<file path="config.mk">
export PLATFORM = sky130hd
export DESIGN_NAME = router_pkt_tx
export DESIGN_NICKNAME = d
export VERILOG_FILES = /design/src/rtl/router_pkt_tx.sv
export SDC_FILE = /design/constraint.sdc
export NUM_CORES = 1
export LEC_CHECK = 0
export BUFFER_PORTS_ARGS = -buffer_cell sky130_fd_sc_hd__buf_2
export CAP_MARGIN = 5
export CORE_MARGIN = 4
export CORE_UTILIZATION = 32
export DETAILED_ROUTE_END_ITERATION = 7
export PLACE_DENSITY = 0.54
export SYNTH_ARGS = -nofsm -noshare
export SYNTH_HDL_FRONTEND = slang
export SYNTH_SLANG_ARGS = --single-unit
export TNS_END_PERCENT = 100
</file>
<file path="constraint.sdc">
create_clock -name clock -period 2.88 [get_ports clock]
set_input_delay 0.288 -clock clock [delete_from_list [all_inputs] [get_ports clock]]
set_output_delay 0.288 -clock clock [all_outputs]
set_load 0.03 [all_outputs]
</file>
<file path="src/rtl/router_pkt_tx.sv">
// router_pkt_tx: source-side packet transmitter for the router input port.
// A 64x8 payload buffer is loaded while idle, then a start pulse sends
// header {len,addr}, len payload bytes and a parity byte, honouring busy.
// After the parity byte the router err flag is watched for ERR_WAIT cycles
// and the result is reported with a one-cycle done pulse.
// Optional feature: define ROUTER_TX_PARITY_INJ_EN to add the inject_err
// input, which corrupts bit 0 of the transmitted parity byte.
module router_pkt_tx #(
    parameter int ERR_WAIT = 4,
    parameter int CNT_W    = 16
) (
    input  logic             clock,
    input  logic             resetn,
    input  logic             wr_en,
    input  logic [5:0]       wr_addr,
    input  logic [7:0]       wr_data,
    input  logic             start,
    input  logic [1:0]       addr,
    input  logic [5:0]       len,
`ifdef ROUTER_TX_PARITY_INJ_EN
    input  logic             inject_err,
`endif
    input  logic             busy,
    input  logic             err,
    output logic             pkt_valid,
    output logic [7:0]       data_in,
    output logic             tx_active,
    output logic             done,
    output logic             err_seen,
    output logic             cfg_err,
    output logic [CNT_W-1:0] pkt_count
);

    localparam int WAIT_W = $clog2(ERR_WAIT + 1);

    typedef enum logic [2:0] {
        ST_IDLE,
        ST_HDR,
        ST_PAY,
        ST_PAR,
        ST_ERRW
    } state_t;

    state_t state_q, state_d;

    logic [7:0]        mem [64];

    // Datapath registers (not reset: always loaded before use)
    logic [5:0]        len_q, len_d;
    logic [5:0]        idx_q, idx_d;
    logic [7:0]        par_q, par_d;
    logic [WAIT_W-1:0] cnt_q, cnt_d;
    logic [7:0]        par_flip;

    // Next values of the registered outputs
    logic              pkt_valid_d;
    logic [7:0]        data_d;
    logic              tx_active_d;
    logic              done_d;
    logic              err_seen_d;
    logic              cfg_err_d;
    logic [CNT_W-1:0]  count_d;

`ifdef ROUTER_TX_PARITY_INJ_EN
    logic              inj_q, inj_d;
    assign par_flip = {7'b0, inj_q};
`else
    assign par_flip = 8'h00;
`endif

    // Payload buffer: loadable only while idle so a packet in flight is stable
    always_ff @(posedge clock) begin
        if (wr_en && state_q == ST_IDLE) begin
            mem[wr_addr] <= wr_data;
        end
    end

    // Next-state and next-output logic; outputs hold by default (busy hold)
    always_comb begin
        state_d     = state_q;
        len_d       = len_q;
        idx_d       = idx_q;
        par_d       = par_q;
        cnt_d       = cnt_q;
`ifdef ROUTER_TX_PARITY_INJ_EN
        inj_d       = inj_q;
`endif
        pkt_valid_d = pkt_valid;
        data_d      = data_in;
        tx_active_d = tx_active;
        done_d      = 1'b0;
        err_seen_d  = err_seen;
        cfg_err_d   = 1'b0;
        count_d     = pkt_count;

        case (state_q)
            ST_IDLE: begin
                if (start) begin
                    if (len != 6'd0 && addr != 2'd3) begin
                        state_d     = ST_HDR;
                        len_d       = len;
                        par_d       = {len, addr};
                        data_d      = {len, addr};
                        pkt_valid_d = 1'b1;
                        tx_active_d = 1'b1;
                        err_seen_d  = 1'b0;
`ifdef ROUTER_TX_PARITY_INJ_EN
                        inj_d       = inject_err;
`endif
                    end else begin
                        cfg_err_d = 1'b1;
                    end
                end
            end
            ST_HDR: begin
                // par already holds the header, so only payload is folded in later
                if (!busy) begin
                    data_d  = mem[6'd0];
                    idx_d   = 6'd1;
                    state_d = ST_PAY;
                end
            end
            ST_PAY: begin
                // data_in is the payload byte being accepted on this edge
                if (!busy) begin
                    par_d = par_q ^ data_in;
                    if (idx_q < len_q) begin
                        data_d = mem[idx_q];
                        idx_d  = idx_q + 6'd1;
                    end else begin
                        data_d      = par_q ^ data_in ^ par_flip;
                        pkt_valid_d = 1'b0;
                        state_d     = ST_PAR;
                    end
                end
            end
            ST_PAR: begin
                if (!busy) begin
                    data_d  = 8'h00;
                    cnt_d   = WAIT_W'(ERR_WAIT);
                    state_d = ST_ERRW;
                end
            end
            ST_ERRW: begin
                err_seen_d = err_seen | err;
                if (cnt_q == WAIT_W'(1)) begin
                    done_d      = 1'b1;
                    tx_active_d = 1'b0;
                    count_d     = pkt_count + CNT_W'(1);
                    state_d     = ST_IDLE;
                end else begin
                    cnt_d = cnt_q - WAIT_W'(1);
                end
            end
            default: begin
                state_d = ST_IDLE;
            end
        endcase
    end

    // Control state and registered outputs, cleared by synchronous reset
    always_ff @(posedge clock) begin
        if (!resetn) begin
            state_q   <= ST_IDLE;
            pkt_valid <= 1'b0;
            data_in   <= 8'h00;
            tx_active <= 1'b0;
            done      <= 1'b0;
            err_seen  <= 1'b0;
            cfg_err   <= 1'b0;
            pkt_count <= '0;
        end else begin
            state_q   <= state_d;
            pkt_valid <= pkt_valid_d;
            data_in   <= data_d;
            tx_active <= tx_active_d;
            done      <= done_d;
            err_seen  <= err_seen_d;
            cfg_err   <= cfg_err_d;
            pkt_count <= count_d;
        end
    end

    // Packet datapath registers
    always_ff @(posedge clock) begin
        len_q <= len_d;
        idx_q <= idx_d;
        par_q <= par_d;
        cnt_q <= cnt_d;
`ifdef ROUTER_TX_PARITY_INJ_EN
        inj_q <= inj_d;
`endif
    end

endmodule
</file>
# Word-level counts from Yosys, hierarchy flattened
# Memories as Yosys holds them, arrays and structs flattened. A register that Yosys moved wholly into a read port is not among the register bits.
# Cells that the tools add are included.
dict set report op_classes {
  reduce_logical 21
  bitwise_logic 2
  n_mux 38
  magnitude_cmp 1
  shifts 0
  mul 0
  div 0
  addsub 3
  eq_ne 15
}
# op count
set ops {}
lappend ops {{8-bit 2-to-1 mux} 7}
lappend ops {{8-bit one-hot mux with 4 select lines} 1}
lappend ops {{3-bit 2-to-1 mux} 8}
lappend ops {{6-bit 2-to-1 mux} 4}
lappend ops {{2-bit != test, second input constant} 9}
lappend ops {{16-bit by 1-bit adder with 16-bit output, second input constant} 1}
lappend ops {{8-bit one-hot mux with 2 select lines} 1}
lappend ops {{3-bit one-hot mux with 5 select lines} 1}
lappend ops {{6-bit one-hot mux with 2 select lines} 1}
lappend ops {{3-bit AND reduction} 4}
lappend ops {{4-bit AND reduction} 3}
lappend ops {{1-bit 2-to-1 mux} 11}
lappend ops {{2-bit nonzero test} 4}
lappend ops {{8-bit XOR} 1}
lappend ops {{7-bit AND reduction} 1}
lappend ops {{6-bit by 1-bit adder with 6-bit output, second input constant} 1}
lappend ops {{3-bit by 1-bit == test with 1-bit output, second input constant} 2}
lappend ops {{3-bit by 2-bit == test with 1-bit output, second input constant} 2}
lappend ops {{6-bit less-than comparator} 1}
lappend ops {{1-bit one-hot mux with 2 select lines} 3}
lappend ops {{3-bit one-hot mux with 2 select lines} 1}
lappend ops {{6-bit AND reduction} 1}
lappend ops {{6-bit nonzero test} 1}
lappend ops {{5-bit AND reduction} 1}
lappend ops {{other kinds (8)} 10}
dict set report word_totals {
  ff_bits 55
  mem_bits_ro 0
  mem_bits_rw 512
  latchBits 0
  mem_count 1
}
# memory words width read_ports rd_clocked_by_memory_dff wr line
set memory_table {}
lappend memory_table {mem 64 8 2 1 1 46} ;# logic [7:0] mem [64];

# Logic depth before layout (Yosys ltp)
dict set report logic_depth {
  depth_word 5
  depth_mapped 11
}

# Worst setup path after synthesis
# No wires, ideal clock.
dict set report synth_path {
  kind {register to register}
  from {reg state_q[0]}
  to {mem mem[62][0] (enable)}
  synth_period_minus_slack_ps 2246
  required_ps 2510
  path_stages_with_launch 9
  path_buffers 2
  slack_ps 634
  arrival_ps 1876
  cell_sequence {dfxtp_1 -> buf_2 -> or2_1 -> buf_2 -> nor2_1 -> nand2_1 -> nor2_1 -> nand3_1 -> nor2_1}
}
dict set report synth_via {
  elab_chain_len 4
}
# element line
set synth_lines {}
lappend synth_lines {{from (decl)} 44} ;# state_t state_q, state_d;
lappend synth_lines {{from (signal assigned)} 173} ;# state_q <= state_d;
lappend synth_lines {{3-bit zero test} 73} ;# if (wr_en && state_q == ST_IDLE) begin
lappend synth_lines {{1-bit logical AND} 73}
lappend synth_lines {{1-bit 2-to-1 mux} 73}
lappend synth_lines {{1-bit 2-to-1 mux (implied by the code)} 74} ;# mem[wr_addr] <= wr_data;
lappend synth_lines {{to (decl)} 46}
# No other way between the ends.

# Final worst setup path
dict set report layout_path {
  from {reg state_q[0]}
  to {mem mem[48][2] (enable)}
}
# Same word-level chain as after synthesis.

==> results.toml <==
[sta]
relSlewSlack_pct = 13.30
post-route-min-period_ns = 2.615
worst-slew-pin-transition_ns = 1.291
setup_viol = 0
slew_violations = 0
final_hold_viol_count = 0
max_freq_mhz = 382.4
min_period_over_period_pct = 90.81
rsz0062_at_grt = "false"
clock_skew_ns = 0.02324
setup_tns_ns = 0

[global_route]
grt_pass1_vias = 12930
gr-total-overflow = 0
antenna_found_initial = 3
grt_max_degree = 42
grt_usage_pct = 15.07
grt_pass1_wl_mm = 88.10

[power_and_ir_drop]
power_frac_comb_pct = 8.7
leakagePower_uw = 0.009277
power_switching_uw = 4204
powerDensity_nw_per_um2 = 668.0
switching_share_pct = 22.88
seqPwrFrac_pct = 50.5
pwr-share-clk_pct = 40.9
p_int_uw = 14170
ir_drop_uv = 442.6

[floorplanning]
dieArea_um2 = 77330
num_io_pins = 57
core_um2 = 71850
rows = 98
initial_core_util_pct = 32.49
die_h_um = 278.1
die_w_um = 278.1

[synth]
syn_nets = 1329
synth_most_common_cell = "edfxtp_1"
netlist.area_leader.share_pct = 68.82
synth_largest_area_cell = "edfxtp_1"
synth_common_cells = "535 x edfxtp_1, 103 x mux4_2, 102 x nor2_1"
synth_edf_count = 535
ys_top_cells_by_area = "edfxtp_1 69%, mux4_2 9.9%, mux2i_1 3.5%"
ys_seq_area_share_pct = 72.08
synth-seq-cells = 573
async_flop_share_pct = 0
synth_area_per_cell_um2 = 18.07
ys_types = 68
syn-instance-count = 1292
synthFlopType = "edfxtp_1"
synthesis.area_um2 = 23340
ys_warn_count = 0

[min_path]
hold-path-cell-count = 1
hp-start = "len[3]"
hold_path.class = "input pin to flop"

[clocking]
clkTransAtPathRegs_ns = 0.06
cts-resized-gates = 0
cts_root_buf = "clkbuf_16"
cts_buffers = 59
cts_tree = "yes"
cts.sinks = 573
clk_latency_ns = 0.63
h-tree-depth = 2
cts_buffer_depth = 3

[final_layout]
nFillCells = 6655
multi_input_area_um2 = 5906
drive_gt1_share_pct = 28.25
finalInstanceArea_um2 = 27510
seqCellArea_um2 = 16840
area_growth_pct = 17.83
num_antenna_cells = 0
nets = 1533

[drt]
ant_nets = 0
vias = 12640
post_drt_wl_per_cell_um = 23.56
wirelength_mm = 58.82
drc_errors = 0
drt-initial-drc-count = 1151
vias_per_cell = 5.063
drtPass1Iterations = 5

[worst_setup_path]
reg2reg_depth = 8
crit_fanout = 8
criticalPathCategory = "flop to flop"
cp-startpoint = "state_q[0]$_SDFFE_PN0P_"
crit_slowest_cell = "nand2_1"
crit_arrival_ns = 2.94
end_kind = "flop"
required_ns = 3.20
cpLargestDelayFamily = "simple AND/OR/NAND/NOR gates"
max_stage_delay_ns = 0.49
worst-path-stages = 8
crit_path_cell_trace = "or2_1 -> nor2_1 -> buf_4 -> nand2_1 -> nor2_1 -> nand2_1 -> nor2_1 -> buf_4"
r2r-start = "state_q[0]$_SDFFE_PN0P_"
timing.critical_path.buf_inv = 2
start_kind = "flop"
crit_top_cell = "nor2_1"

[run_status]
status = "complete, no violations"

[place]
dpl.hpwl_mm = 39.32
portBuffers = 56
finalWeightedCongestion = 0.8310
place_area_um2 = 25550

[flow_run]
drv_cap = 0
[worst register-to-register path, stage by stage, from the launching register on]
cell     delay, ns
dfxtp_1       0.31
or2_1         0.23
nor2_1        0.22
buf_4         0.20
nand2_1       0.06
nor2_1        0.19
nand2_1       0.49
nor2_1        0.40
buf_4         0.23
[registers in the layout, indices dropped and copies added (netlist names), 3 cells and up, named ones only]
name       cells
data_in        8
mem          512
cnt_q          3
state_q        3
par_q          8
idx_q          6
len_q          6
pkt_count     16
[cell type report]
cell class / instances / share of cell area, %
inverters: 24 / 0.3275
flip-flops and latches: 573 / 61.21
clock buffers: 77 / 5.913
multi-input cells: 627 / 21.47
well taps: 950 / 4.321
repair buffers: 211 / 5.695
clock inverters: 35 / 1.060
[layout by cell type (no fill, tap or decap), drive strengths merged, types with 26 or more instances in the layout]
master,netlist,routed
nor2,104,104
edfxtp,535,535
nand2,43,43
clkbuf,19,77
clkinv,0,28
buf,49,207
a21oi,34,34
mux4,103,103
dfxtp,38,38
inv,24,26
mux2i,81,81
[path summary, 6_finish.rpt]
kind / slack [ns] / endpoint
worst max-delay path: 0.26 / mem[48][2]$_DFFE_PP_
worst min-delay path: 0.05 / len_q[3]$_DFFE_PP_
worst max register to register: 0.26 / mem[48][2]$_DFFE_PP_
worst min register to register: 0.49 / pkt_count[15]$_SDFFE_PN0P_
[timing repair]
action / 4_1_cts / 5_1_grt
hold buffers: 4 / 0
endpoints found under the hold margin: 4 / 0
endpoints found under the setup margin: 0 / 0
buffers inserted: 0 / 0
[kinds of logic (layout without fill, tap and decap cells)]
logic type / count (synthesis) / count (layout) / synth area share, %
AOI/OAI and AO/OA: 147 / 147 / 4.475
xor gates and xnor gates: 24 / 24 / 0.9005
adders and majority gates: 9 / 9 / 0.4824
muxes: 200 / 200 / 14.18
DFF: 573 / 573 / 72.08
and+or+nand+nor: 247 / 247 / 5.258
buffers and inverters: 92 / 347 / 2.621
[per-stage QoR]
stage | std cells | hold slack (ns) | util, % | power (µW) | setup WS, ns
floorplan | 1292 | 0.3869 | - | 10380 | 0.6339
global placement | 2381 | 0.4640 | 35.56 | 11030 | 0.2480
detailed placement | 2381 | 0.4800 | 35.56 | 11040 | 0.2436
CTS | 2497 | 0.01086 | 38.28 | 18570 | 0.2252
global route | 2497 | 0.02125 | 38.28 | 19060 | 0.08069
finish | 2497 | 0.05451 | 38.28 | 18370 | 0.2647
[power by group through the flow]
| stage | Sequential (µW) | Clock (µW) | Combinational, µW |
|---|---|---|---|
| 6_report | 9270 | 7510 | 1590 |
| 5_1_grt | 9280 | 8080 | 1700 |
| 4_1_cts | 9270 | 7690 | 1600 |
| 3_5_place_dp | 9450 | 0 | 1590 |
| 3_3_place_gp | 9450 | 0 | 1580 |
| 2_1_floorplan | 9440 | 0 | 940 |
[routing by layer]
metal	wire length, µm	GRT usage, %	vias to the layer above
li1	-	-	5567
met1	27030	21.93	6635
met2	27670	23.92	371
met3	3042	2.257	69
met4	1076	3.795	0
met5	0	0	-
(Power assumes the default switching activity.)
